File: src/rtl/mem_arb_pkg.sv
// mem_arb_pkg: shared state/grant encodings and the aborted-load value for mem_arbiter.
package mem_arb_pkg;
   typedef enum logic [1:0] {IDLE, IFETCH, DACCESS, DONE} state_e;
   typedef enum logic {INSTR, DATA} grant_e;
   localparam logic [31:0] ABORT_LOAD = 32'h0;
endpackage

File: src/rtl/mem_arbiter_timer.sv
// arb_timer: watchdog counter; expired_o flags the last strobe cycle before an abort.
module arb_timer #(
   parameter int TIMEOUT = 255
) (
   input  logic clk,
   input  logic nRST,
   input  logic clr_i,
   input  logic en_i,
   output logic expired_o
);
   localparam int W = $clog2(TIMEOUT + 1);
   logic [W-1:0] cnt_q;
   always_ff @(posedge clk or negedge nRST) begin
      if (!nRST) cnt_q <= '0;
      else if (clr_i) cnt_q <= '0;
      else if (en_i) cnt_q <= cnt_q + W'(1);
   end
   assign expired_o = en_i && (cnt_q == W'(TIMEOUT - 1));
endmodule

File: src/rtl/mem_arbiter.sv
// mem_arbiter: serialises instruction-fetch and data accesses onto one RAM port,
// with registered outputs, round-robin on contention and a sticky timeout flag.
module mem_arbiter
   import mem_arb_pkg::*;
#(
   parameter int TIMEOUT = 255
) (
   input  logic        clk,
   input  logic        nRST,
   input  logic        imem_req,
   input  logic [31:0] imem_addr,
   output logic [31:0] imem_load,
   output logic        i_ready,
   input  logic        dmem_ren,
   input  logic        dmem_wen,
   input  logic [31:0] dmem_addr,
   input  logic [31:0] dmem_store,
   output logic [31:0] dmem_load,
   output logic        d_ready,
   output logic [31:0] ram_addr,
   output logic [31:0] ram_store,
   output logic        ram_ren,
   output logic        ram_wen,
   input  logic [31:0] ram_load,
   input  logic        ram_ready,
   output logic        bus_err
);
   state_e      state_q, state_d;
   grant_e      last_q, last_d;
   logic [31:0] addr_q, addr_d, store_q, store_d, iload_q, iload_d, dload_q, dload_d;
   logic        wr_q, wr_d, ren_q, ren_d, wen_q, wen_d;
   logic        irdy_q, irdy_d, drdy_q, drdy_d, err_q, err_d;
   logic        dreq, pick_data, grant, expired, done, in_access;
   logic [31:0] rd_word;

   assign dreq      = dmem_ren | dmem_wen;
   assign pick_data = dreq & (~imem_req | (last_q == INSTR));
   assign grant     = (state_q == IDLE) & (dreq | imem_req);
   assign in_access = (state_q == IFETCH) | (state_q == DACCESS);
   assign done      = ram_ready | expired;
   // a write completes with zero load data, as does an aborted access
   assign rd_word   = ram_ready ? (wr_q ? 32'h0 : ram_load) : ABORT_LOAD;

   arb_timer #(.TIMEOUT(TIMEOUT)) u_timer (
      .clk       (clk),
      .nRST      (nRST),
      .clr_i     (grant),
      .en_i      (in_access),
      .expired_o (expired)
   );

   always_comb begin
      state_d = state_q;
      last_d  = last_q;
      addr_d  = addr_q;
      store_d = store_q;
      wr_d    = wr_q;
      ren_d   = 1'b0;
      wen_d   = 1'b0;
      iload_d = iload_q;
      dload_d = dload_q;
      irdy_d  = 1'b0;
      drdy_d  = 1'b0;
      err_d   = err_q;
      case (state_q)
         IDLE: if (grant) begin
            state_d = pick_data ? DACCESS : IFETCH;
            last_d  = pick_data ? DATA : INSTR;
            addr_d  = pick_data ? dmem_addr : imem_addr;
            store_d = dmem_store;
            wr_d    = pick_data & dmem_wen;
            ren_d   = ~(pick_data & dmem_wen);
            wen_d   = pick_data & dmem_wen;
         end
         IFETCH, DACCESS: begin
            ren_d = ~done & ~wr_q;
            wen_d = ~done & wr_q;
            if (done) begin
               state_d = DONE;
               err_d   = err_q | ~ram_ready;
               irdy_d  = (state_q == IFETCH);
               drdy_d  = (state_q == DACCESS);
               iload_d = (state_q == IFETCH) ? rd_word : iload_q;
               dload_d = (state_q == DACCESS) ? rd_word : dload_q;
            end
         end
         default: state_d = IDLE;
      endcase
   end

   always_ff @(posedge clk or negedge nRST) begin
      if (!nRST) begin
         state_q <= IDLE;
         last_q  <= INSTR;
         addr_q  <= '0;
         store_q <= '0;
         wr_q    <= 1'b0;
         ren_q   <= 1'b0;
         wen_q   <= 1'b0;
         iload_q <= '0;
         dload_q <= '0;
         irdy_q  <= 1'b0;
         drdy_q  <= 1'b0;
         err_q   <= 1'b0;
      end else begin
         state_q <= state_d;
         last_q  <= last_d;
         addr_q  <= addr_d;
         store_q <= store_d;
         wr_q    <= wr_d;
         ren_q   <= ren_d;
         wen_q   <= wen_d;
         iload_q <= iload_d;
         dload_q <= dload_d;
         irdy_q  <= irdy_d;
         drdy_q  <= drdy_d;
         err_q   <= err_d;
      end
   end

   assign ram_addr  = addr_q & 32'hFFFF_FFFC;
   assign ram_store = store_q;
   assign ram_ren   = ren_q;
   assign ram_wen   = wen_q;
   assign imem_load = iload_q;
   assign dmem_load = dload_q;
   assign i_ready   = irdy_q;
   assign d_ready   = drdy_q;
   assign bus_err   = err_q;
endmodule

File: config.mk
export PLATFORM = sky130hd
export DESIGN_NAME = mem_arbiter
export DESIGN_NICKNAME = d
export VERILOG_FILES = /design/src/rtl/mem_arb_pkg.sv /design/src/rtl/mem_arbiter_timer.sv /design/src/rtl/mem_arbiter.sv
export SDC_FILE = /design/constraint.sdc
export NUM_CORES = 1
export LEC_CHECK = 0
export ABC_AREA = 1
export BUFFER_PORTS_ARGS = -buffer_cell sky130_fd_sc_hd__buf_4
export CAP_MARGIN = 10
export CORE_ASPECT_RATIO = 0.7
export CORE_MARGIN = 1
export CORE_UTILIZATION = 50
export DETAILED_ROUTE_END_ITERATION = 7
export HOLD_SLACK_MARGIN = 0.15
export MAX_ROUTING_LAYER = met4
export PLACE_DENSITY_LB_ADDON = 0.25
export SLEW_MARGIN = 15
export SYNTH_ARGS = -nofsm -noshare
export SYNTH_HDL_FRONTEND = slang
export SYNTH_SLANG_ARGS = --single-unit
File: constraint.sdc
create_clock -name clk -period 3 [get_ports clk]
set_input_delay 0 -clock clk [delete_from_list [all_inputs] [get_ports clk]]
set_output_delay 0 -clock clk [all_outputs]
set_load 0.1 [all_outputs]
==> impl_metrics.yaml <==
setup_path:
  slowest_delay_ns: 0.60
  crit_buf_inv: 4
  cp.arrival_ns: 2.99
  crit_chain: "inv_1, ha_2, nand2_2, inv_2, buf_12, nor2_1, a21oi_1, dlygate4sd3_1"
  crit_type: "register to register"
  path_max_fanout: 63
  cp-end-kind: "register"
  r2r-start: "state_q[0]$_DFFE_PN0P_"
  cpMaxStageDelayCell: "dlygate4sd3_1"
  startpoint_type: "register"
  rrSetupSlack_ns: 0.36
  cp.required_ns: 3.35
  cp_top_family: "buffers and inverters"
  worstReg2RegEnd: "addr_q[9]$_DFFE_PN0P_"
  worstRegToRegCells: 8
routing:
  viasPerCell: 5.35
  drt_iter0_drc: 595
  ant_nets: 0
  first_pass_iters: 5
  wire_per_inst_um: 16.7
  drcViolationCount: 0
  vias: 7026
  drt-total-wl_um: 21900
cts:
  cts_sinks: 143
  cts_setup_buffers: 0
  insertion_delay_ns: 0.42
  path_clk_slew_ns: 0.06
  cts_root_buffer: "clkbuf_16"
  cts_resized: 0
  tritoncts: "done"
  cts_buffers: 17
  cts_buffer_depth: 2
  htree_levels: 4
placement:
  hpwl_um: 11700
  place.gp.congestion: 0.829
  io_buffers: 260
  preCtsSetupSlack_ns: 0.675
yosys:
  ys.flop_type: "dfrtp_1"
  synthTopCellsByArea: "dfrtp_1 54%, nand2_1 14%, nand4_1 6.4%, a21oi_1 5.0%, nor2_1 4.0%"
  synth_seq_cells: 143
  async_reset_ff_share_pct: 100
  synth_area_leader_cell: "dfrtp_1"
  synth_commonest_cells: "254 x nand2_1, 143 x dfrtp_1, 70 x nor2_1"
  syn-mean-instance-area_um2: 8.57
  synth.most_common_cell: "nand2_1"
  synth_area_mm2: 0.00664
  synth_cell_types: 30
  yosysTopAreaCellShare_pct: 53.9
  synth_edf_count: 0
  netlist_instances: 775
  ys_seq_area_share_pct: 53.9
  synth_warnings: 0
die:
  core_region_area_mm2: 0.0127
  fp.dieArea_mm2: 0.0138
  die_y_um: 98.4
  die_x_um: 140
  pin_count: 267
  rows: 34
  start_util_pct: 52.4
timing:
  fin_crit_sh_pct: 88.1
  fin_tns_setup_ns: 0
  max-slew-margin-rel_pct: 18.6
  setup_viol: 0
  timing.fmax_mhz: 378
  layout_min_cycle_time_ns: 2.64
  grt_setup_unrepaired: "no"
  tightest_slew_ns: 1.22
  fin_skew_ns: 0.0105
  hold_viol: 0
  slew_violations: 0
  timing.final.ws_setup_ns: 0.356
flow_run:
  max-cap-violations: 0
cells_and_area:
  final_layout_size_suffix_gt1_share_pct: 27.9
  finalNetCount: 1278
  antenna_cells: 0
  syn_to_final_growth_pct: 56.1
global_routing:
  grt.total_usage_pct: 33.4
  grt_pass1_vias: 7202
  grt_pass1_wl_um: 35200
  gr-total-overflow: 0
  grt_max_degree: 74
  antenna_found_initial: 0
status:
  status: "completed"
hold_path:
  hold_path_class: "primary input to asynchronous set/reset pin"
-- how the worst max path moves through the flow --
stage	from	end	slack, ns	depth (start not counted)
floorplan	state_q[0]$_DFFE_PN0P_	u_timer.cnt_q[5]$_DFFE_PN0P_	1.45	8
global placement	state_q[0]$_DFFE_PN0P_	dmem_load[6]$_DFFE_PN0P_	0.74	6
detailed placement	state_q[1]$_DFFE_PN0P_	dmem_load[8]$_DFFE_PN0P_	0.67	6
CTS	state_q[0]$_DFFE_PN0P_	addr_q[22]$_DFFE_PN0P_	0.47	7
global route	state_q[0]$_DFFE_PN0P_	addr_q[9]$_DFFE_PN0P_	0.28	8
finish	state_q[0]$_DFFE_PN0P_	addr_q[9]$_DFFE_PN0P_	0.36	8
-- kinds of logic (layout without fill, tap and decap cells) --
family | Yosys count | after routing | synth area share (%)
flip-flops | 143 | 143 | 53.9
buffers and inverters | 108 | 483 | 9.83
AO/OA/AOI/OAI | 75 | 75 | 5.69
adder cells (fa/ha/maj) | 6 | 6 | 1.13
AND/OR/NAND/NOR | 442 | 442 | 29.4
other | 1 | 2 | 0.0564
-- per-stage QoR --
stage | util (%) | area, um2 | hold WS (ns) | cells
2_1_floorplan | - | 6650 | -0.296 | 776
3_3_place_gp | 66.7 | 8460 | 0.0545 | 1152
3_5_place_dp | 66.7 | 8460 | 0.0570 | 1152
4_1_cts | 81.8 | 10400 | 0.187 | 1313
5_1_grt | 81.8 | 10400 | 0.218 | 1313
6_report | 81.8 | 10400 | 0.140 | 1313
-- worst register-to-register path: cells and delay by family, from the launching register on --
kind,cells,cell delay [ns]
compound gates,1,0.21
fa+ha+maj,1,0.24
buf+inv,4,1.24
flops,1,0.41
simple gates,2,0.48
-- sequential cells by signal, indices dropped and copies added, names as in the netlist, 2 cells and up --
register	count
u_timer.cnt_q	8
addr_q	30
state_q	2
imem_load	32
ram_store	32
dmem_load	32
-- layout make-up --
cell class	count	area (um2)
Clock buffer	19	433
Clock inverter	13	188
Fill cell	747	2310
Inverter	51	205
Multi-Input combinational cell	525	2420
Sequential cell	143	3580
Tap cell	162	203
Timing Repair Buffer	400	3340
-- layer usage --
layer  part of all wire [%]  global-route usage [%]  vias to the layer above
met3                    7.1                    7.14                       61
met2                     50                    55.8                      346
met4                    2.9                    13.2                        0
li1                       -                       -                     3236
met1                     40                    39.7                     3383
met5                      0                       -                        -
-- repair_timing --
action | in CTS | in global routing
hold endpoints to repair | 217 | 0
hold buffers | 129 | 0
setup endpoints to repair | 0 | 0
-- placed cells by master, fill, tap and decap left out, types with 2 or more instances in the layout --
| master | Yosys | layout |
|---|---|---|
| inv_2 | 7 | 7 |
| dfrtp_1 | 143 | 143 |
| clkbuf_16 | 0 | 17 |
| o21ai_0 | 2 | 2 |
| buf_4 | 10 | 269 |
| ha_1 | 6 | 5 |
| dlygate4sd3_1 | 0 | 129 |
| nand3_1 | 39 | 39 |
| inv_6 | 0 | 2 |
| nor2_1 | 70 | 70 |
| a21oi_1 | 67 | 67 |
| bufinv_16 | 0 | 4 |
| nand3_4 | 2 | 2 |
| nand4_1 | 68 | 68 |
| conb_1 | 1 | 2 |
| clkinv_4 | 0 | 2 |
| nand2_1 | 254 | 253 |
| inv_1 | 43 | 43 |
| clkinv_2 | 0 | 2 |
| o21ai_1 | 5 | 5 |
| clkinvlp_4 | 0 | 3 |
| clkbuf_1 | 12 | 2 |
| nand2_2 | 2 | 3 |
Power is left out: the tool's default activity adds up to more than one toggle a clock period on the data nets, which glitch-free logic cannot reach.
